### src/rtl/pipe_ctrl.sv
// Pipeline hazard/exception controller: per-stage stall masks, exception flush
// with redirect PC, optional flush extension, stall watchdog and stall counter.
module pipe_ctrl #(
    parameter int unsigned STAGES       = 6,
    parameter int unsigned DW           = 32,
    parameter int unsigned FLUSH_CYCLES = 1,
    parameter int unsigned STALL_LIMIT  = 1023
) (
    input  logic              clk,
    input  logic              rst,
    input  logic [STAGES-1:0] stallreq_i,
    input  logic [DW-1:0]     excepttype_i,
    input  logic [DW-1:0]     cp0_epc_i,
    input  logic [DW-1:0]     ebase_i,
    output logic [STAGES-1:0] stall_o,
    output logic              flush_o,
    output logic [DW-1:0]     new_pc_o,
    output logic              timeout_o,
    output logic [31:0]       stall_cnt_o
);

    localparam int unsigned CW  = 4;
    localparam int unsigned WDW = 32;

    typedef enum logic [0:0] {IDLE, EXT} state_t;

    state_t          state_q, state_d;
    logic [CW-1:0]   ext_cnt_q, ext_cnt_d;
    logic [DW-1:0]   vec_q, vec_d;
    logic [WDW-1:0]  wd_cnt_q, wd_cnt_d;
    logic [31:0]     stall_cnt_q, stall_cnt_d;
    logic [3:0]      hi;
    logic [STAGES-1:0] stall_mask;
    logic            exc, wd_expire, start;

    // Exception code to handler address; wraps modulo 2^DW.
    function automatic logic [DW-1:0] exc_vector(input logic [DW-1:0] code,
                                                 input logic [DW-1:0] base,
                                                 input logic [DW-1:0] epc);
        if (code == DW'(1))
            return base + DW'(32'h20);
        else if (code == DW'(8) || code == DW'(10) || code == DW'(12) || code == DW'(13))
            return base + DW'(32'h40);
        else if (code == DW'(14))
            return epc;
        else
            return base;
    endfunction

    // Highest requesting stage; an IF request also holds ID so the bubble stays there.
    always_comb begin
        hi = '0;
        for (int unsigned i = 1; i < STAGES - 1; i++) begin
            if (stallreq_i[i]) hi = 4'(i);
        end
        if (hi == 4'd1) hi = 4'd2;
        for (int unsigned k = 0; k < STAGES; k++) begin
            stall_mask[k] = (hi != 4'd0) && (4'(k) <= hi);
        end
    end

    assign exc       = (excepttype_i != '0);
    assign wd_expire = (STALL_LIMIT != 0) && (wd_cnt_q == WDW'(STALL_LIMIT)) && (hi != 4'd0);

    always_comb begin
        state_d     = state_q;
        ext_cnt_d   = ext_cnt_q;
        vec_d       = vec_q;
        stall_o     = '0;
        flush_o     = 1'b0;
        new_pc_o    = '0;
        timeout_o   = 1'b0;
        start       = 1'b0;

        if (exc) begin
            flush_o  = 1'b1;
            new_pc_o = exc_vector(excepttype_i, ebase_i, cp0_epc_i);
            start    = 1'b1;
        end else if (wd_expire) begin
            timeout_o = 1'b1;
            flush_o   = 1'b1;
            new_pc_o  = ebase_i + DW'(32'h40);
            start     = 1'b1;
        end else if (state_q == EXT) begin
            flush_o  = 1'b1;
            new_pc_o = vec_q;
            if (ext_cnt_q <= CW'(1)) begin
                state_d   = IDLE;
                ext_cnt_d = '0;
            end else begin
                ext_cnt_d = ext_cnt_q - CW'(1);
            end
        end else begin
            stall_o = stall_mask;
        end

        if (start) begin
            vec_d = new_pc_o;
            if (FLUSH_CYCLES > 1) begin
                state_d   = EXT;
                ext_cnt_d = CW'(FLUSH_CYCLES - 1);
            end else begin
                state_d   = IDLE;
                ext_cnt_d = '0;
            end
        end

        if (flush_o || !stall_o[0])
            wd_cnt_d = '0;
        else if (wd_cnt_q != '1)
            wd_cnt_d = wd_cnt_q + WDW'(1);
        else
            wd_cnt_d = wd_cnt_q;

        if (stall_o[0] && (stall_cnt_q != '1))
            stall_cnt_d = stall_cnt_q + 32'd1;
        else
            stall_cnt_d = stall_cnt_q;

        // Reset silences the pipeline controls immediately, even mid-flush.
        if (!rst) begin
            stall_o   = '0;
            flush_o   = 1'b0;
            new_pc_o  = '0;
            timeout_o = 1'b0;
        end
    end

    always_ff @(posedge clk) begin
        if (!rst) begin
            state_q     <= IDLE;
            ext_cnt_q   <= '0;
            vec_q       <= '0;
            wd_cnt_q    <= '0;
            stall_cnt_q <= '0;
        end else begin
            state_q     <= state_d;
            ext_cnt_q   <= ext_cnt_d;
            vec_q       <= vec_d;
            wd_cnt_q    <= wd_cnt_d;
            stall_cnt_q <= stall_cnt_d;
        end
    end

    assign stall_cnt_o = stall_cnt_q;

endmodule

### config.mk
export PLATFORM = sky130hd
export DESIGN_NAME = pipe_ctrl
export DESIGN_NICKNAME = d
export VERILOG_FILES = /design/src/rtl/pipe_ctrl.sv
export SDC_FILE = /design/constraint.sdc
export NUM_CORES = 1
export LEC_CHECK = 0
export BUFFER_PORTS_ARGS = -buffer_cell sky130_fd_sc_hd__buf_2
export CAP_MARGIN = 15
export CELL_PAD_IN_SITES_DETAIL_PLACEMENT = 0
export CELL_PAD_IN_SITES_GLOBAL_PLACEMENT = 1
export CORE_MARGIN = 2
export CORE_UTILIZATION = 35
export CTS_BUF_LIST = sky130_fd_sc_hd__clkbuf_8
export DETAILED_ROUTE_END_ITERATION = 12
export PLACE_DENSITY_LB_ADDON = 0.1
export SKIP_LAST_GASP = 1
export SLEW_MARGIN = 20
export SYNTH_ARGS = -nofsm -noshare
export SYNTH_HDL_FRONTEND = slang
export SYNTH_SLANG_ARGS = --single-unit
### constraint.sdc
create_clock -name clk -period 6.2 [get_ports clk]
set_clock_uncertainty 0.2 [all_clocks]
set_input_delay 0.31 -clock clk [delete_from_list [all_inputs] [get_ports clk]]
set_output_delay 0.31 -clock clk [all_outputs]
set_load 0.1 [all_outputs]
==> flow_results.org, run 1 <==
** Synth
- Fraction of the mapped netlist area in compound gates :: 20.5%
- Share of synthesized flip-flops with an asynchronous set or reset :: 0%
- Simple-gate area share of the yosys netlist :: 34.2%
- Cell with the most instances after synthesis :: nor2_1
- Counting every instance in the synthesized netlist gives 987.
- The share of the Yosys chip area taken by registers is 28.6%.
- Ranked by instance count, the synthesized netlist is headed by nor2_1 (109), dfxtp_1 (101), nand2_1 (101).
- Distinct cells, synth :: 68
- When the netlist entered floorplanning its net count stood at ~1,100.
- The cell area that synthesis handed to floorplanning was around 7100 sq um.
- Portion of synthesized cell area occupied by the leading cell type :: 28.6%
- Synthesis-stage register bit count :: just over 100
- Post-synthesis cell type with the largest combined area :: dfxtp_1
- After synthesis, the largest family of logic cells by area is simple AND/OR/NAND/NOR gates.
- Biggest area contributors in the synthesized netlist :: dfxtp_1 (29%), a21oi_1 (6.4%), xor2_1 (6.1%), nor2_1 (5.8%), nand2_1 (5.4%)
- Number of synthesized flops with an enable pin :: 0
- Of the total synthesized cell area, the portion taken by XOR and XNOR cells is 9.91%.
- After synthesis, the share of cell area in mux cells is 1.03%.
- Fraction of the mapped netlist area in adder cells :: under 10%
- Yosys printed 0 warnings.
- Main flop type after synthesis :: dfxtp_1
- Syn avg cell area :: 7.16 sq um

** Clock tree
- Counting every sink on the clock net gives 101.
- After clock tree synthesis, the setup repair step added 0 buffers.
- Buffer levels on the longest clock path :: 2
- Clock H-tree levels :: 3
- The number of clock buffers added by TritonCTS is 9.
- For the worst-skew pair, the clock arrives at the later sink with an insertion delay of 390 ps.
- Number of instances resized during post-cts repair :: 0
- CTS tree :: built
- In this run the clock root is driven by a clkbuf_8.
- After clock tree synthesis, the flow added hold-fix buffers numbering 0.
- Clock slew seen by the registers of the worst setup and hold paths :: 100 ps

** Final layout
- The area growth from synthesis to layout is 17.9%.
- Fraction of layout instances using a drive strength above 1 :: 20.5%
- The repair_antennas step left the layout with diodes totalling 0.
- Fill cells in the final layout number roughly 2,200.
- At the end of the flow, the number of nets in the layout was approximately 1,200.

** GRT
- The first global-routing pass estimated 41,600 um of wire.
- The number of antenna violations at the first check in global routing was 0.
- For this run, the total global-route usage over all layers was measured as 24.5%.
- Total global routing overflow :: 0
- Number of global-route vias before repair :: between 7,000 and 8,000
- Largest net degree at the start of global routing :: 47

** Route
- After detailed routing, the total wire length is ~27,000 um.
- Detailed Route Iter0 Violations :: around 680
- The first TritonRoute pass finished after 5 iterations.
- DRC violation count after routing :: 0
- In the final routed layout, each cell accounts on average for 19.6 um.
- Post-route ant nets :: 0
- Number of vias per cell :: 5.79
- For this block, the via count after detailed routing is 8,020.

** Worst setup path
- Walking the worst path, the cells encountered are buf_2, nor4_1, nand4_1, or3_1, nor4b_2, o32ai_1, o21a_1, a21oi_1, buf_2.
- The worst setup path is launched from a primary input.
- Largest stage delay, worst path :: 870 ps
- Largest driver fanout on the critical path :: 14
- The worst setup path is of the primary input to output port kind.
- By instance count, the cell type seen most on the critical path is buf_2.
- At the worst endpoint, the arrival time is 4160 ps.
- Count of cells along the worst register-to-register path :: 7
- The worst setup path is captured at an output port.
- Slowest-stage cell, CP :: or3_1
- For the worst setup path, the data required time is 5690 ps.

** STA
- Dividing the final minimum period by the clock period gives approximately 75%.
- At the pin with the least slew margin, the transition time is 963 ps.
- Total setup violations reported at the end of the flow :: 0
- Final hold violation count :: 0
- The final max-slew violation count is 0.
- Setup repair after global routing left no endpoint under its margin.
- Worst relative slew slack :: 35.6%
- Smallest setup slack after layout :: 1530 ps
- Static timing analysis puts the maximum clock frequency at ~0.21 GHz.
- The clock period could shrink to 4670 ps.
- Setup total negative slack on the finished layout was measured at 0 ps.

** Power and ir drop
- Power density over the cells :: 167 nW/um^2
- Leakage power of the design :: between 3 and 4 nW
- IR analysis of the VDD net gives a maximum drop of 0.0000925 V.

** Job
- Max-cap violations in this run came to 0.

** Floorplanning
- Row generation in the floorplan step produced between 50 and 60 rows.
- The die covers 21,400 sq um.
- Once the floorplan was initialized, standard cells occupied between 30 and 40% of the core.
- From bottom edge to top edge, the die measures about 150 um.
- Top-level I/O count :: 176
- The region available for standard cell placement spans 19,700 sq um.
- In this run the horizontal extent of the chip is 146 um.

** Status
- The run finished with clean final reports.

** Placement
- The HPWL after detailed placement is 19,800 um.
- Count of port buffers added during placement :: between 150 and 200
- Worst slack at placement :: 1660 ps
- Routability-driven placement finished with a final weighted congestion of around 1.0.

** Min path
- Type of the worst min-delay path :: primary input to register
- The worst hold path passes through 3 cells.
==> per-stage QoR <==
step	instance area [sq um]	hold WS [ps]	utilization, %	instances	power (mW)
6_report	8340	27.5	42.4	1385	1.39
4_1_cts	8340	13.2	42.4	1385	1.40
5_1_grt	8340	47.9	42.4	1385	1.45
3_3_place_gp	8120	241	41.3	1369	0.938
2_1_floorplan	7070	237	-	987	0.854
3_5_place_dp	8120	247	41.3	1369	0.939
==> worst max-delay path, delay by kind of cell <==
family / cells / cell delay, ps
simple gates: 4 / 2620
compound gates: 3 / 670
buf+inv: 2 / 560
==> layer usage <==
metal / vias to the layer above / wire (um) / global-route usage [%]
met1: 3750 / 13200 / 36.4
met2: 351 / 11300 / 36.1
met3: 39 / 2230 / 5.19
li1: 3880 / - / -
met5: - / 0 / 0
met4: 0 / 480 / 5.87
==> cell type report <==
cell class                 instances  area, sq um  area share, %
clock buffer                       9          124           1.49
inverter                          16         60.1          0.720
timing repair buffer             185          958           11.5
clock inverter                     7         92.6           1.11
sequential                       101         2020           24.3
multi-input combinational        802         4750           57.0
tap                              265          332           3.98
==> flip-flops by register name (all words and copies together), names as in the netlist <==
name	cells
stall_cnt_o	32
vec_q	32
wd_cnt_q	32
ext_cnt_q	4
state_q	1
==> cells in the final DEF, fill, tap and decap left out, drive strengths merged, types with 6 or more instances in the layout <==
master / Yosys / routed
buf: 6 / 185
nor2: 109 / 109
nand2: 101 / 101
dfxtp: 101 / 101
a21oi: 90 / 90
nand3: 62 / 62
o21ai: 57 / 57
xor2: 49 / 49
nand4: 46 / 46
nor3: 37 / 37
xnor2: 31 / 31
nor4: 29 / 29
and3: 21 / 21
inv: 16 / 18
and4: 16 / 16
and2: 14 / 14
or3: 12 / 12
clkbuf: 62 / 9
a31oi: 8 / 8
or2: 7 / 7
o211ai: 6 / 6
a211oi: 6 / 6
a22oi: 6 / 6
ha: 6 / 6
==> path summary, 6_finish.rpt <==
kind | startpoint | endpoint | slack [ps]
max | excepttype_i[9] | new_pc_o[12] | 1530
min | ebase_i[3] | vec_q[3] | 30
max reg2reg | wd_cnt_q[10] | vec_q[25] | 2970
min reg2reg | vec_q[21] | vec_q[21] | 260
==> power breakdown <==
| part | total (mW) | switching, mW | internal, mW |
|---|---|---|---|
| Clock | 0.461 | 0.265 | 0.196 |
| Combinational | 0.263 | 0.194 | 0.0695 |
| Sequential | 0.664 | 0.00484 | 0.660 |
| Total | 1.39 | 0.464 | 0.925 |
==> cells by family (layout without fill, tap and decap cells) <==
group           Yosys count  after routing
other cells               1              1
mux                       7              7
compound gates          235            235
buf+inv                  84            217
fa+ha+maj                 6              6
xor+xnor                 80             80
simple gates            473            473
flops                   101            101
Note: power is estimated with default switching activity, not from simulation.
==> run 2: changes to the inputs <==
==> constraint.sdc (replaced) <==
create_clock -name clk -period 4.9 [get_ports clk]
set_clock_uncertainty 0.2 [all_clocks]
set_input_delay 0.245 -clock clk [delete_from_list [all_inputs] [get_ports clk]]
set_output_delay 0.245 -clock clk [all_outputs]
set_load 0.1 [all_outputs]
==> flow_results.org, run 2 (synthesis results as in run 1) <==
** Status
- The run finished with clean final reports.

** Power and ir drop
- In this run, flip-flops and latches consume 46.4% of the power.
- For this design the total switching power over the nets is 0.593 mW.
- Combinational Power Share :: 21.4%
- In this run the static leakage power is between 3 and 4 nW.
- Max VDD drop :: around 0.00012 V
- For this design the ratio of total power to cell area is 201 nW/um^2.
- Clock power share :: 32.1%
- Internal power component :: 1.22 mW
- Fraction of power spent switching nets :: 32.8%

** Worst setup path
- STA classifies the critical path endpoint as an output port.
- The setup path with the least slack is of type register to output port.
- In this run the worst path has a maximum fanout of 8.
- The worst register-to-register path has a depth of 8.
- Worst reg2reg startpoint :: wd_cnt_q[12]
- Reg2reg end :: vec_q[0]
- The worst setup path is launched from a register.
- In this run the worst setup path begins at wd_cnt_q[12].
- Worst path required time :: 4450 ps
- Register-to-Register Setup Slack :: 1500 ps
- Data on the critical path arrives at its endpoint at 3630 ps.

** GRT
- Wire length of the first global-routing pass :: 42,500 um
- Initial antenna violation count :: 1
- Global routing used 25.0% of the available tracks across all layers.
- Total global routing overflow :: 0
- Entering global routing, the biggest net connects 44 pins.
- Number of global-route vias before repair :: between 7,000 and 8,000

** Placement
- Once detailed placement completed, the half-perimeter wirelength came to 20,200 um.
- Routability-driven placement finished with a final weighted congestion of 0.942.
- Count of port buffers added during placement :: ~170
- Cell area reported after detailed placement :: about 8700 sq um

** STA
- The final max-slew violation count is 0.
- Worst Max-Slew Pin Slew :: a little over 1000 ps
- Setup violations remaining at the end of the flow were counted as 0.
- Setup repair after global routing missed its margin :: false
- Aggregate negative setup slack :: 0 ps
- Final worst path period need :: 4070 ps
- The worst pin sits at a relative slew slack of between 30% and 40%.
- Final hold violation count :: 0
- For this run, the top clock speed supported by timing is 0.245 GHz.
- Fin crit share :: about 83%

** Clock tree
- Clock tree synthesis found a total of 101 sinks.
- Clock latency reported for the late side of the worst-skew pair :: 390 ps
- Cell at the root of the clock tree :: clkbuf_8
- CTS built an H-tree with a depth of 3.
- In this run, post-CTS repair resized a total of 0 instances.
- Hold bufs inserted after CTS :: 12
- TritonCTS buffer count :: 9
- Buffer levels on the longest clock path :: 2
- CTS tree :: built
- After clock tree synthesis, the clock-pin slew on the worst setup and hold paths is ~110 ps.
- Buffers added to address setup during post-CTS repair amount to 0.

** Min path
- Type of the worst min-delay path :: primary input to register
- The worst hold path begins at cp0_epc_i[20].
- The worst hold path passes through 3 cells.
- Destination of the worst hold path :: vec_q[20]

** Route
- In the final routed layout, each cell accounts on average for around 20 um.
- In the routed design, unresolved DRC markers number 0.
- In the detailed route, the total length drawn on met3 is 2290 um.
- The first TritonRoute pass finished after 5 iterations.
- Post-route ant nets :: 0
- Detailed Route Iter0 Violations :: 696
- After detailed routing, the number of vias per cell comes to between 5 and 6.
- The routed layout has about 8,100 vias.
- Wires add up to ~27,000 um.
- In this run the top signal layer used is met4.
- After detailed routing, the met2 layer carries 11,600 um of wire.
- The detailed router put a total of 13,000 um of wire on met1.

** Floorplanning
- Area inside the core boundary :: ~20,000 sq um
- Initial Util :: 36.0%
- Measured along the x axis, the die boundary spans 146 um.
- Vertical extent of the die :: 146 um
- DIE AREA :: 21,400 sq um
- Cell Rows :: just over 50
- Top-level I/O count :: 176

** Final layout
- In the final design database the tool counted about 1,200 nets.
- Number of diodes added for antenna fixing :: 0
- The library cell used most frequently in the layout, excluding fill and tap cells, is buf_2.
- After routing the design area is between 9000 and 10,000 sq um.
- From synthesis to final layout, the design area changed by 27.5%.
- The post-route netlist has roughly 21% of its cells at a drive strength greater than 1.
- Leaving out fill and tap cells, the most frequent cells in the layout are buf_2 (137), nor2_1 (108), nand2_1 (101), dfxtp_1 (101), a21oi_1 (90).
- Counting the fill cells in the layout gives 2,099.

** Job
- Max-cap violations in this run came to 0.
run 2: area by class of cell:
class                           instances  area (sq um)  share of cell area, %
Clock inverter                          7          92.6                   1.03
Multi-Input combinational cell        802          4760                   52.8
Sequential cell                       101          2020                   22.4
Tap cell                              265           332                   3.68
Timing Repair Buffer                  200          1630                   18.0
Inverter                               16          60.1                  0.666
Clock buffer                            9           124                   1.37
run 2: worst max-delay path by stage:
stage / end / slack, ps / depth (start not counted)
floorplan: stall_o[4] / 270 / 8
global placement: new_pc_o[26] / 970 / 9
detailed placement: new_pc_o[12] / 950 / 9
CTS: new_pc_o[8] / 860 / 8
global route: new_pc_o[5] / 580 / 8
finish: new_pc_o[16] / 830 / 8
run 2: metrics by stage:
| step | hold WS, ps | util [%] | setup WS (ps) | cells | power, mW |
|---|---|---|---|---|---|
| final | 22.9 | 45.9 | 826 | 1400 | 1.81 |
| after global routing | 18.8 | 45.9 | 578 | 1400 | 1.89 |
| after CTS | 11.5 | 45.8 | 857 | 1400 | 1.83 |
| after detailed placement | 247 | 44.1 | 947 | 1372 | 1.24 |
| after global placement | 242 | 44.1 | 974 | 1372 | 1.23 |
| after floorplan | 202 | - | 267 | 987 | 1.08 |
run 2: power by group through the flow:
stage          Combinational [mW]  Sequential [mW]  Clock (mW)
5_1_grt                     0.408            0.843       0.639
3_3_place_gp                0.375            0.859           0
6_report                    0.388            0.841       0.582
4_1_cts                     0.384            0.841       0.604
3_5_place_dp                0.376            0.859           0
2_1_floorplan               0.223            0.858           0
run 2: worst max-delay path: stages (launching register included):
cell and delay [ps]:
dfxtp_1 360, nor4_1 320, nand4_1 270, nor3_2 880, nand2_1 440, o221ai_1 270, a21oi_1 150, o21ai_0 100
buf_2 450
run 2: per-layer routing:
| layer | up-vias | track usage [%] |
|---|---|---|
| met1 | 3778 | 37.0 |
| li1 | 3901 | - |
| met3 | 28 | 5.59 |
| met4 | 0 | 5.00 |
| met5 | - | 0 |
| met2 | 365 | 37.2 |
